$ cat src/rtl/ps2_text_reader.sv
// PS/2 key-event to ASCII converter feeding a show-ahead byte FIFO.
// Optional caps-lock support is enabled by defining PS2_TEXT_READER_CAPSLOCK_EN.
module ps2_text_reader #(
  parameter int DEPTH = 16,
  parameter int LW    = $clog2(DEPTH + 1)
) (
  input  logic          clk,
  input  logic          reset_n,
  input  logic [10:0]   ps2_key,
  output logic [7:0]    ascii_byte,
  output logic          ascii_valid,
  input  logic          ascii_ready,
  output logic [LW-1:0] level,
  output logic          overflow,
  input  logic          overflow_clr,
  output logic          shift_state,
  output logic          caps_state
);

  localparam int PW = $clog2(DEPTH);

  logic          primed_q, primed_d;
  logic          last_strobe_q, last_strobe_d;
  logic          ev_vld_q, ev_vld_d;
  logic          ev_pressed_q, ev_pressed_d;
  logic [8:0]    ev_code_q, ev_code_d;
  logic          shift_l_q, shift_l_d;
  logic          shift_r_q, shift_r_d;
  logic          caps_q;
  logic          shift_q;
  logic          strobe_edge;

  logic [7:0]    mem_q [DEPTH];
  logic [PW-1:0] wr_ptr_q, wr_ptr_d;
  logic [PW-1:0] rd_ptr_q, rd_ptr_d;
  logic [LW-1:0] count_q, count_d;
  logic          overflow_q, overflow_d;

  logic          map_hit;
  logic [7:0]    map_byte;
  logic [7:0]    letter;
  logic          letter_lc;
  logic          fifo_empty, fifo_full, do_push, do_pop, ovf_set;

  assign shift_q     = shift_l_q | shift_r_q;
  // Until primed the strobe level is only captured, never treated as a toggle.
  assign strobe_edge = primed_q && (ps2_key[10] != last_strobe_q);

  always_comb begin
    primed_d      = 1'b1;
    last_strobe_d = ps2_key[10];
    ev_vld_d      = strobe_edge;
    ev_pressed_d  = ps2_key[9];
    ev_code_d     = ps2_key[8:0];
    shift_l_d     = shift_l_q;
    shift_r_d     = shift_r_q;
    if (strobe_edge && ps2_key[8:0] == 9'h012) shift_l_d = ps2_key[9];
    if (strobe_edge && ps2_key[8:0] == 9'h059) shift_r_d = ps2_key[9];
  end

`ifdef PS2_TEXT_READER_CAPSLOCK_EN
  logic caps_d;
  always_comb begin
    caps_d = caps_q;
    if (strobe_edge && ps2_key[9] && ps2_key[8:0] == 9'h058) caps_d = ~caps_q;
  end
  always_ff @(posedge clk or negedge reset_n) begin
    if (!reset_n) caps_q <= 1'b0;
    else          caps_q <= caps_d;
  end
  assign letter_lc = ~(shift_q ^ caps_q);
`else
  assign caps_q    = 1'b0;
  assign letter_lc = 1'b0;
`endif

  always_comb begin
    map_hit  = 1'b0;
    map_byte = 8'h00;
    letter   = 8'h00;
    if (ev_vld_q && ev_pressed_q && !ev_code_q[8]) begin
      map_hit = 1'b1;
      case (ev_code_q[7:0])
        8'h1C: letter = 8'h41;  8'h32: letter = 8'h42;  8'h21: letter = 8'h43;
        8'h23: letter = 8'h44;  8'h24: letter = 8'h45;  8'h2B: letter = 8'h46;
        8'h34: letter = 8'h47;  8'h33: letter = 8'h48;  8'h43: letter = 8'h49;
        8'h3B: letter = 8'h4A;  8'h42: letter = 8'h4B;  8'h4B: letter = 8'h4C;
        8'h3A: letter = 8'h4D;  8'h31: letter = 8'h4E;  8'h44: letter = 8'h4F;
        8'h4D: letter = 8'h50;  8'h15: letter = 8'h51;  8'h2D: letter = 8'h52;
        8'h1B: letter = 8'h53;  8'h2C: letter = 8'h54;  8'h3C: letter = 8'h55;
        8'h2A: letter = 8'h56;  8'h1D: letter = 8'h57;  8'h22: letter = 8'h58;
        8'h35: letter = 8'h59;  8'h1A: letter = 8'h5A;
        8'h16: map_byte = shift_q ? 8'h21 : 8'h31;
        8'h1E: map_byte = shift_q ? 8'h22 : 8'h32;
        8'h26: map_byte = shift_q ? 8'h23 : 8'h33;
        8'h25: map_byte = shift_q ? 8'h24 : 8'h34;
        8'h2E: map_byte = shift_q ? 8'h25 : 8'h35;
        8'h36: map_byte = shift_q ? 8'h26 : 8'h36;
        8'h3D: map_byte = shift_q ? 8'h27 : 8'h37;
        8'h3E: map_byte = shift_q ? 8'h28 : 8'h38;
        8'h46: map_byte = shift_q ? 8'h29 : 8'h39;
        8'h45: map_byte = shift_q ? 8'h40 : 8'h30;
        8'h54: map_byte = shift_q ? 8'h2A : 8'h3A;
        8'h4C: map_byte = shift_q ? 8'h2B : 8'h3B;
        8'h4A: map_byte = shift_q ? 8'h3F : 8'h2F;
        8'h49: map_byte = shift_q ? 8'h3E : 8'h2E;
        8'h41: map_byte = shift_q ? 8'h3C : 8'h2C;
        8'h4E: map_byte = shift_q ? 8'h3D : 8'h2D;
        8'h29: map_byte = 8'h20;
        8'h5A: map_byte = 8'h0A;
        8'h66: map_byte = 8'h08;
        default: map_hit = 1'b0;
      endcase
      if (letter != 8'h00) map_byte = letter_lc ? (letter | 8'h20) : letter;
    end
  end

  assign fifo_empty = (count_q == '0);
  assign fifo_full  = (count_q == LW'(DEPTH));
  assign do_push    = map_hit && (!fifo_full || do_pop);
  assign do_pop     = !fifo_empty && ascii_ready;
  assign ovf_set    = map_hit && fifo_full && !do_pop;

  always_comb begin
    wr_ptr_d   = do_push ? wr_ptr_q + 1'b1 : wr_ptr_q;
    rd_ptr_d   = do_pop  ? rd_ptr_q + 1'b1 : rd_ptr_q;
    count_d    = count_q;
    if (do_push && !do_pop) count_d = count_q + 1'b1;
    if (!do_push && do_pop) count_d = count_q - 1'b1;
    overflow_d = (overflow_q && !overflow_clr) || ovf_set;
  end

  always_ff @(posedge clk or negedge reset_n) begin
    if (!reset_n) begin
      primed_q      <= 1'b0;
      last_strobe_q <= 1'b0;
      ev_vld_q      <= 1'b0;
      ev_pressed_q  <= 1'b0;
      ev_code_q     <= '0;
      shift_l_q     <= 1'b0;
      shift_r_q     <= 1'b0;
      wr_ptr_q      <= '0;
      rd_ptr_q      <= '0;
      count_q       <= '0;
      overflow_q    <= 1'b0;
      for (int i = 0; i < DEPTH; i++) mem_q[i] <= 8'h00;
    end else begin
      primed_q      <= primed_d;
      last_strobe_q <= last_strobe_d;
      ev_vld_q      <= ev_vld_d;
      ev_pressed_q  <= ev_pressed_d;
      ev_code_q     <= ev_code_d;
      shift_l_q     <= shift_l_d;
      shift_r_q     <= shift_r_d;
      wr_ptr_q      <= wr_ptr_d;
      rd_ptr_q      <= rd_ptr_d;
      count_q       <= count_d;
      overflow_q    <= overflow_d;
      if (do_push) mem_q[wr_ptr_q] <= map_byte;
    end
  end

  assign ascii_byte  = mem_q[rd_ptr_q];
  assign ascii_valid = !fifo_empty;
  assign level       = count_q;
  assign overflow    = overflow_q;
  assign shift_state = shift_q;
  assign caps_state  = caps_q;

endmodule

$ cat config.mk
export PLATFORM = sky130hd
export DESIGN_NAME = ps2_text_reader
export DESIGN_NICKNAME = d
export VERILOG_FILES = /design/src/rtl/ps2_text_reader.sv
export SDC_FILE = /design/constraint.sdc
export NUM_CORES = 1
export LEC_CHECK = 0
export BUFFER_PORTS_ARGS = -buffer_cell sky130_fd_sc_hd__buf_2
export CAP_MARGIN = 20
export CORE_MARGIN = 2
export CORE_UTILIZATION = 56
export CTS_BUF_LIST = sky130_fd_sc_hd__clkbuf_4 sky130_fd_sc_hd__clkbuf_8 sky130_fd_sc_hd__clkbuf_16
export DETAILED_ROUTE_END_ITERATION = 6
export PLACE_DENSITY = 0.76
export SKIP_LAST_GASP = 1
export SLEW_MARGIN = 0
export SYNTH_ARGS = -nofsm -noshare
export SYNTH_HDL_FRONTEND = slang
export SYNTH_SLANG_ARGS = --single-unit
$ cat constraint.sdc
create_clock -name clk -period 3.3 [get_ports clk]
set_input_delay 0.33 -clock clk [delete_from_list [all_inputs] [get_ports clk]]
set_output_delay 0.33 -clock clk [all_outputs]
set_load 0.005 [all_outputs]
==> results of run 1 <==
[where the power goes]
| group | internal (µW) | switching [µW] |
|---|---|---|
| clock network | 1300 | 722 |
| registers | 1820 | 200 |
| logic | 483 | 455 |
| total | 3610 | 1380 |
[how the worst min path moves through the flow]
stage / from / endpoint / slack, ps / cells after the start
CTS: ps2_key[8] / ev_code_q[8] / 20 / 1
global placement: ps2_key[4] / ev_code_q[4] / 450 / 1
finish: ps2_key[8] / ev_code_q[8] / 30 / 1
detailed placement: ps2_key[8] / ev_code_q[8] / 460 / 1
floorplan: reset_n / ev_code_q[0] / 30 / 0
global route: ps2_key[8] / ev_code_q[8] / 20 / 1
[sequential cells by signal (all words and copies together), names as in the netlist, 4 cells and up]
| signal | flops |
|---|---|
| ev_code_q | 9 |
| level | 5 |
| mem_q | 112 |
| rd_ptr_q | 4 |
| wr_ptr_q | 4 |
[stage by stage]
step,cell area (µm²),std cells,util (%),hold WS (ps),TNS (ps)
CTS,8786,833,66.08,18.75,0
global route,8885,837,66.83,23.51,-30.78
finish,8885,837,66.83,31.40,0
floorplan,7667,597,-,34.41,0
global placement,8158,803,61.36,453.8,0
detailed placement,8158,803,61.36,460.9,0
[timing repair]
action,CTS,global route
endpoints found under the hold margin,0,15
hold buffers,0,1
resized for setup,2,10
buffers inserted,0,2
endpoints found under the setup margin,2,48
[layout make-up]
| type | count | area (µm²) |
|---|---|---|
| fill | 946 | 4410 |
| multi-input combinational | 394 | 3876 |
| sequential | 141 | 3537 |
| timing repair buffer | 79 | 561.8 |
| clock buffer | 20 | 460.4 |
| tap | 176 | 220.2 |
| clock inverter | 10 | 165.2 |
| inverter | 17 | 63.81 |
[cells by family after synthesis]
family | count (synthesis)
muxes | 150
DFF | 141
and+or+nand+nor | 152
xor gates and xnor gates | 13
adders and majority gates | 10
AOI/OAI and AO/OA | 66
buffers and inverters | 62
other | 2
[worst max-delay path: stages (launching register included)]
cell and delay (ps):
dfrtp_2 500, buf_4 200, nor3b_1 140, o2111ai_1 190
nand4_1 200, or4_1 530, o22ai_2 170, ha_1 300
a21o_1 200, a21oi_1 160, mux2_2 360, xor2_1 150
[synth_stat cells (4+ instances only)]
| library cell | count | share of area (%) |
|---|---|---|
| a21oi_1 | 10 | 0.65 |
| buf_1 | 5 | 0.24 |
| buf_2 | 12 | 0.78 |
| buf_4 | 7 | 0.69 |
| buf_6 | 4 | 0.59 |
| clkbuf_1 | 17 | 0.83 |
| dfrtp_1 | 141 | 46 |
| ha_1 | 8 | 1.3 |
| inv_1 | 17 | 0.83 |
| mux2_1 | 68 | 10 |
| mux2_2 | 14 | 2.1 |
| mux2_4 | 25 | 4.9 |
| mux2i_1 | 7 | 0.91 |
| mux4_2 | 35 | 10 |
| nand2_1 | 30 | 1.5 |
| nand2b_1 | 10 | 0.82 |
| nand3_1 | 15 | 0.98 |
| nand4_1 | 4 | 0.33 |
| nor2_1 | 19 | 0.93 |
| nor2_2 | 6 | 0.49 |
| nor2b_1 | 13 | 1.1 |
| nor3_1 | 6 | 0.39 |
| o211ai_1 | 5 | 0.49 |
| o21ai_0 | 17 | 1.1 |
| o22ai_1 | 6 | 0.49 |
| or3b_1 | 6 | 0.69 |
| or4_1 | 7 | 0.69 |
| xnor2_1 | 7 | 0.80 |
| xor2_1 | 6 | 0.69 |
[per-layer routing]
layer	GRT usage (%)	routed length, µm	up-vias
met5	0	0	-
met4	7.849	263	0
met3	6.015	974	29
met2	41.01	8618	144
li1	-	-	2310
met1	38.21	8228	2665
[cell usage in the layout (no fill, tap or decap), types with 10 or more instances in the layout]
cell type    n
dfrtp_1    136
mux2_1      68
buf_4       47
mux4_2      35
nand2_1     30
buf_2       28
mux2_4      25
nor2_1      19
inv_1       17
o21ai_0     17
clkbuf_16   17
nand3_1     15
mux2_2      14
nor2b_1     13
a21oi_1     10
nand2b_1    10
==> reports/metrics.csv, run 1 <==
metric;value;unit
status;complete, no violations;
Worst-Margin Slew;1022;ps
die width;121.0;µm
Setup WS pre-CTS;29.35;ps
FF-to-FF Start;ev_code_q[5];
Final period util;96.75;%
R2R setup slack;110;ps
share of layout cells above drive strength 1;32.53;%
Initial Util;57.64;%
Rows;42;
post-synthesis register bit count;141;
area added between synthesis and finish;15.93;%
post-synthesis xor/xnor area fraction;1.486;%
number of clock sinks;141;
routed len/inst;21.61;µm
post-synthesis sequential area ratio;46.04;%
Final ANT Viol Nets;0;
Final Skew;6.025;ps
WL final;18090;µm
Clk Latency, worst-skew pair;420;ps
area of the die;14640;µm²
total number of vias;5148;
Diodes inserted;0;
Worst-path clk slew;60;ps
core area;13300;µm²
final count of hold timing violations;0;
f_max;313.2;MHz
crit path max fanout;12;
CP required;3600;ps
Final Power;4983;µW
crit path launch;ev_code_q[5];
maximum vdd drop;478.2;µV
CTS Root Cell;clkbuf_16;
leakage power total;0.004257;µW
first-pass GRT wire length;29640;µm
RSZ-0062 raised after global routing;true;
crit path launch type;flop;
top_reg_cell synth;dfrtp_1;
DRT iter0 DRCs;366;
Mean Syn Cell Area;12.86;µm²
GRT Residual Overflow;0;
CTS tree;yes;
minimum clock period;3193;ps
power per cell area;560.9;nW/µm²
CTS Buf Count;17;
I/O Buffers;29;
Residual DRC;0;
hold crit path type;in -> reg;
Syn Std Cell Area;7664;µm²
Ys Warns;0;
asr flop ratio synth;100.0;%
Synth Area in Compound Gates;6.188;%
WS Path Type;reg -> reg;
Worst R2R End;level[4];
nets;674;
Via-to-Cell Ratio;6.151;
Relative slew margins;31.65;%
Max-Cap Viols;0;
H-Tree Depth;4;
Final WS setup;107.3;ps
die height;121.0;µm
Longest Clk Path Bufs;2;
multiplexer share of the synthesized area;28.33;%
GPL Wtd Cong;0.9982;
DRT Pass-1 Iters;5;
end of the critical path;level[4];
initial antenna violation count;0;
worst r2r path cells;11;
Simple-Gate Fraction of Synth Area;12.20;%
final setup violation count;0;
detailed placement HPWL;12220;µm
largest net degree at the start of global routing;120;
Adder-Cell Fraction of Synth Area;1.698;%
Post-synth EDFFs;0;
gr usage total;26.67;%
CP Capture Type;flop;
largest family of logic cells by synthesized area;multiplexers;
Slew Limit Fails;0;
number of global-route vias before repair;5407;
Mapped Cells;596;
Arr. time, crit path;3490;ps
# IOs;32;
Distinct cells, synth;75;
Note: power is estimated with default switching activity, not from simulation.
==> run 2, diff against run 1 <==
--- a/config.mk
+++ b/config.mk
@@ -7,7 +7,7 @@
 export LEC_CHECK = 0
 export BUFFER_PORTS_ARGS = -buffer_cell sky130_fd_sc_hd__buf_2
 export CAP_MARGIN = 20
-export CORE_MARGIN = 2
+export CORE_MARGIN = 1
 export CORE_UTILIZATION = 56
 export CTS_BUF_LIST = sky130_fd_sc_hd__clkbuf_4 sky130_fd_sc_hd__clkbuf_8 sky130_fd_sc_hd__clkbuf_16
 export DETAILED_ROUTE_END_ITERATION = 6
==> reports/metrics.csv, run 2 (synthesis gave the netlist of run 1 again) <==
metric;value;unit;change
status;finished with violations;;
violated checks;hold timing;;
max FFs per register;112;;unchanged
initial antenna violation count;0;;unchanged
largest net degree at the start of global routing;89;;-26%
CP required;3600;ps;about the same
Final ANT Viol Nets;0;;unchanged
Final Power;4883;µW;-2.0%
Clk pwr share;39.2;%;-1.5 points
Sw Share;28.32;%;+0.69 points
Final Skew;10.34;ps;+4.311 ps
Residual DRC;0;;unchanged
I/O Buffers;29;;unchanged
number of global-route vias before repair;5419;;+0.22%
leakage power total;0.004317;µW;+1.4%
core area;13300;µm²;unchanged
placed insts;813;;+1.2%
slowest stage delay, CP;600;ps;+70 ps
Fillers;942;;-0.42%
Clk Latency, worst-skew pair;420;ps;about the same
gr usage total;27.42;%;+0.75 points
DRT Pass-1 Iters;5;;unchanged
most frequent cells in the layout;dfrtp_1, mux2_1, buf_4;;
register area;3536;µm²;about the same
Max-Cap Viols;0;;unchanged
switching pwr;1383;µW;+0.43%
nets;683;;+1.3%
Worst-path clk slew;60;ps;about the same
Setup WS pre-CTS;23.79;ps;-5.562 ps
Initial Util;57.64;%;unchanged
H-Tree Depth;4;;unchanged
P_int;3500;µW;-2.9%
minimum clock period;3210;ps;+17.55 ps
Via-to-Cell Ratio;6.130;;-0.34%
die width;119.0;µm;-1.7%
RSZ-0062 raised after global routing;true;;
Cell Chain, Critical Path;clkbuf_2 -> and4bb_2 -> nand3_1 -> nand4_1 -> or4_1 -> o211ai_4 -> or3b_1 -> mux2_1;;
f_max;311.5;MHz;-0.55%
CTS Root Cell;clkbuf_16;;
most common cell after layout, fill and taps aside;dfrtp_1;;
DRT iter0 DRCs;505;;+38%
CTS Buf Count;17;;unchanged
power per cell area;544.9;nW/µm²;-2.8%
Buffers & Inverters on Critical Path;1;;unchanged
total number of vias;5192;;+0.85%
hold crit path type;in -> async;;
area of the multi-input gates;3886;µm²;+0.26%
maximum vdd drop;585.2;µV;+22%
Worst path slowest cell;or4_1;;
Post-Layout Cell Count;847;;+1.2%
Slew Limit Fails;0;;unchanged
WL final;17940;µm;-0.80%
Longest Clk Path Bufs;2;;unchanged
share of layout cells above drive strength 1;34.28;%;+1.8 points
area added between synthesis and finish;16.93;%;
hold_ws;-17.04;ps;-48.44 ps
Relative slew margins;41.50;%;+9.9 points
detailed placement HPWL;12310;µm;+0.75%
Final WS setup;89.78;ps;-17.55 ps
Biggest register;mem_q;;
Reg power frac;41.6;%;+1.1 points
Gate power share;19.2;%;+0.4 points
crit path max fanout;13;;+1
GPL Wtd Cong;0.9191;;-7.9%
Arr. time, crit path;3510;ps;+20 ps
Worst-Margin Slew;874.3;ps;-147.3 ps
final count of hold timing violations;15;;+15
first-pass GRT wire length;29480;µm;-0.54%
final core utilization;67.40;%;+0.57 points
final setup violation count;0;;unchanged
WS Path Type;reg -> reg;;
worst r2r path cells;8;;-3
Diodes inserted;0;;unchanged
CP Capture Type;flop;;
Worst path depth;8;;-3
number of clock sinks;141;;unchanged
Final period util;97.28;%;+0.53 points
GRT Residual Overflow;0;;unchanged
Top Family by Delay on Critical Path;simple AND/OR/NAND/NOR gates;;
routed len/inst;21.18;µm;-2.0%
CTS tree;yes;;
crit path launch type;flop;;
Rows;42;;unchanged
# IOs;32;;unchanged
die height;119.0;µm;-1.7%
area of the die;14160;µm²;-3.3%
run 2: cell types whose count changed in the layout (fill, tap and decap cells not counted), moves of 2 or more:
cell	before	now
buf_12	1	6
dfrtp_2	4	6
clkinv_2	1	5
buf_4	47	52
clkbuf_8	2	0
run 2: worst paths after layout:
kind                         startpoint           end  slack (ps)
max                        ev_code_q[4]     mem_q[33]          90
max in group asynchronous       reset_n     mem_q[51]        2520
min in group clk             ps2_key[4]  ev_code_q[4]          20
min reg2reg                    mem_q[9]      mem_q[9]         480
max reg2reg                ev_code_q[4]     mem_q[33]          90
min                             reset_n     mem_q[92]         -20
run 2: area by class of cell:
cell class	count	share of cell area, %
Clock buffer	19	4.915
Inverter	17	0.7121
Tap cell	176	2.457
Sequential cell	141	39.46
Timing Repair Buffer	88	7.442
Multi-Input combinational cell	394	43.37
Clock inverter	12	1.648
run 2: through the flow:
stage | TNS, ps | hold slack [ps] | instance area [µm²]
after floorplan | 0 | 34.41 | 7667
after global placement | 0 | 431.1 | 8295
after detailed placement | 0 | 449.3 | 8295
after CTS | 0 | 12.31 | 8884
after global routing | -22.51 | 21.33 | 8961
final | 0 | -17.04 | 8961
run 2: per-layer routing:
metal / global-route usage (%) / routed length (µm)
met1: 38.42 / 8275
met2: 44.08 / 8731
met3: 4.215 / 703
met4: 8.782 / 231
met5: 0 / 0
run 2: repair_timing:
item | 4_1_cts | 5_1_grt
setup buffers | 0 | 3
setup endpoints to repair | 0 | 34
gates resized for setup | 0 | 15
hold buffers | 0 | 0
run 2: power groups by stage:
stage          sequential (µW)  combinational, µW  clock [µW]
2_1_floorplan             1920                730           0
3_3_place_gp              2050                881           0
3_5_place_dp              2060                911           0
4_1_cts                   2030                926        1930
5_1_grt                   2050               1010        2010
6_report                  2030                939        1910
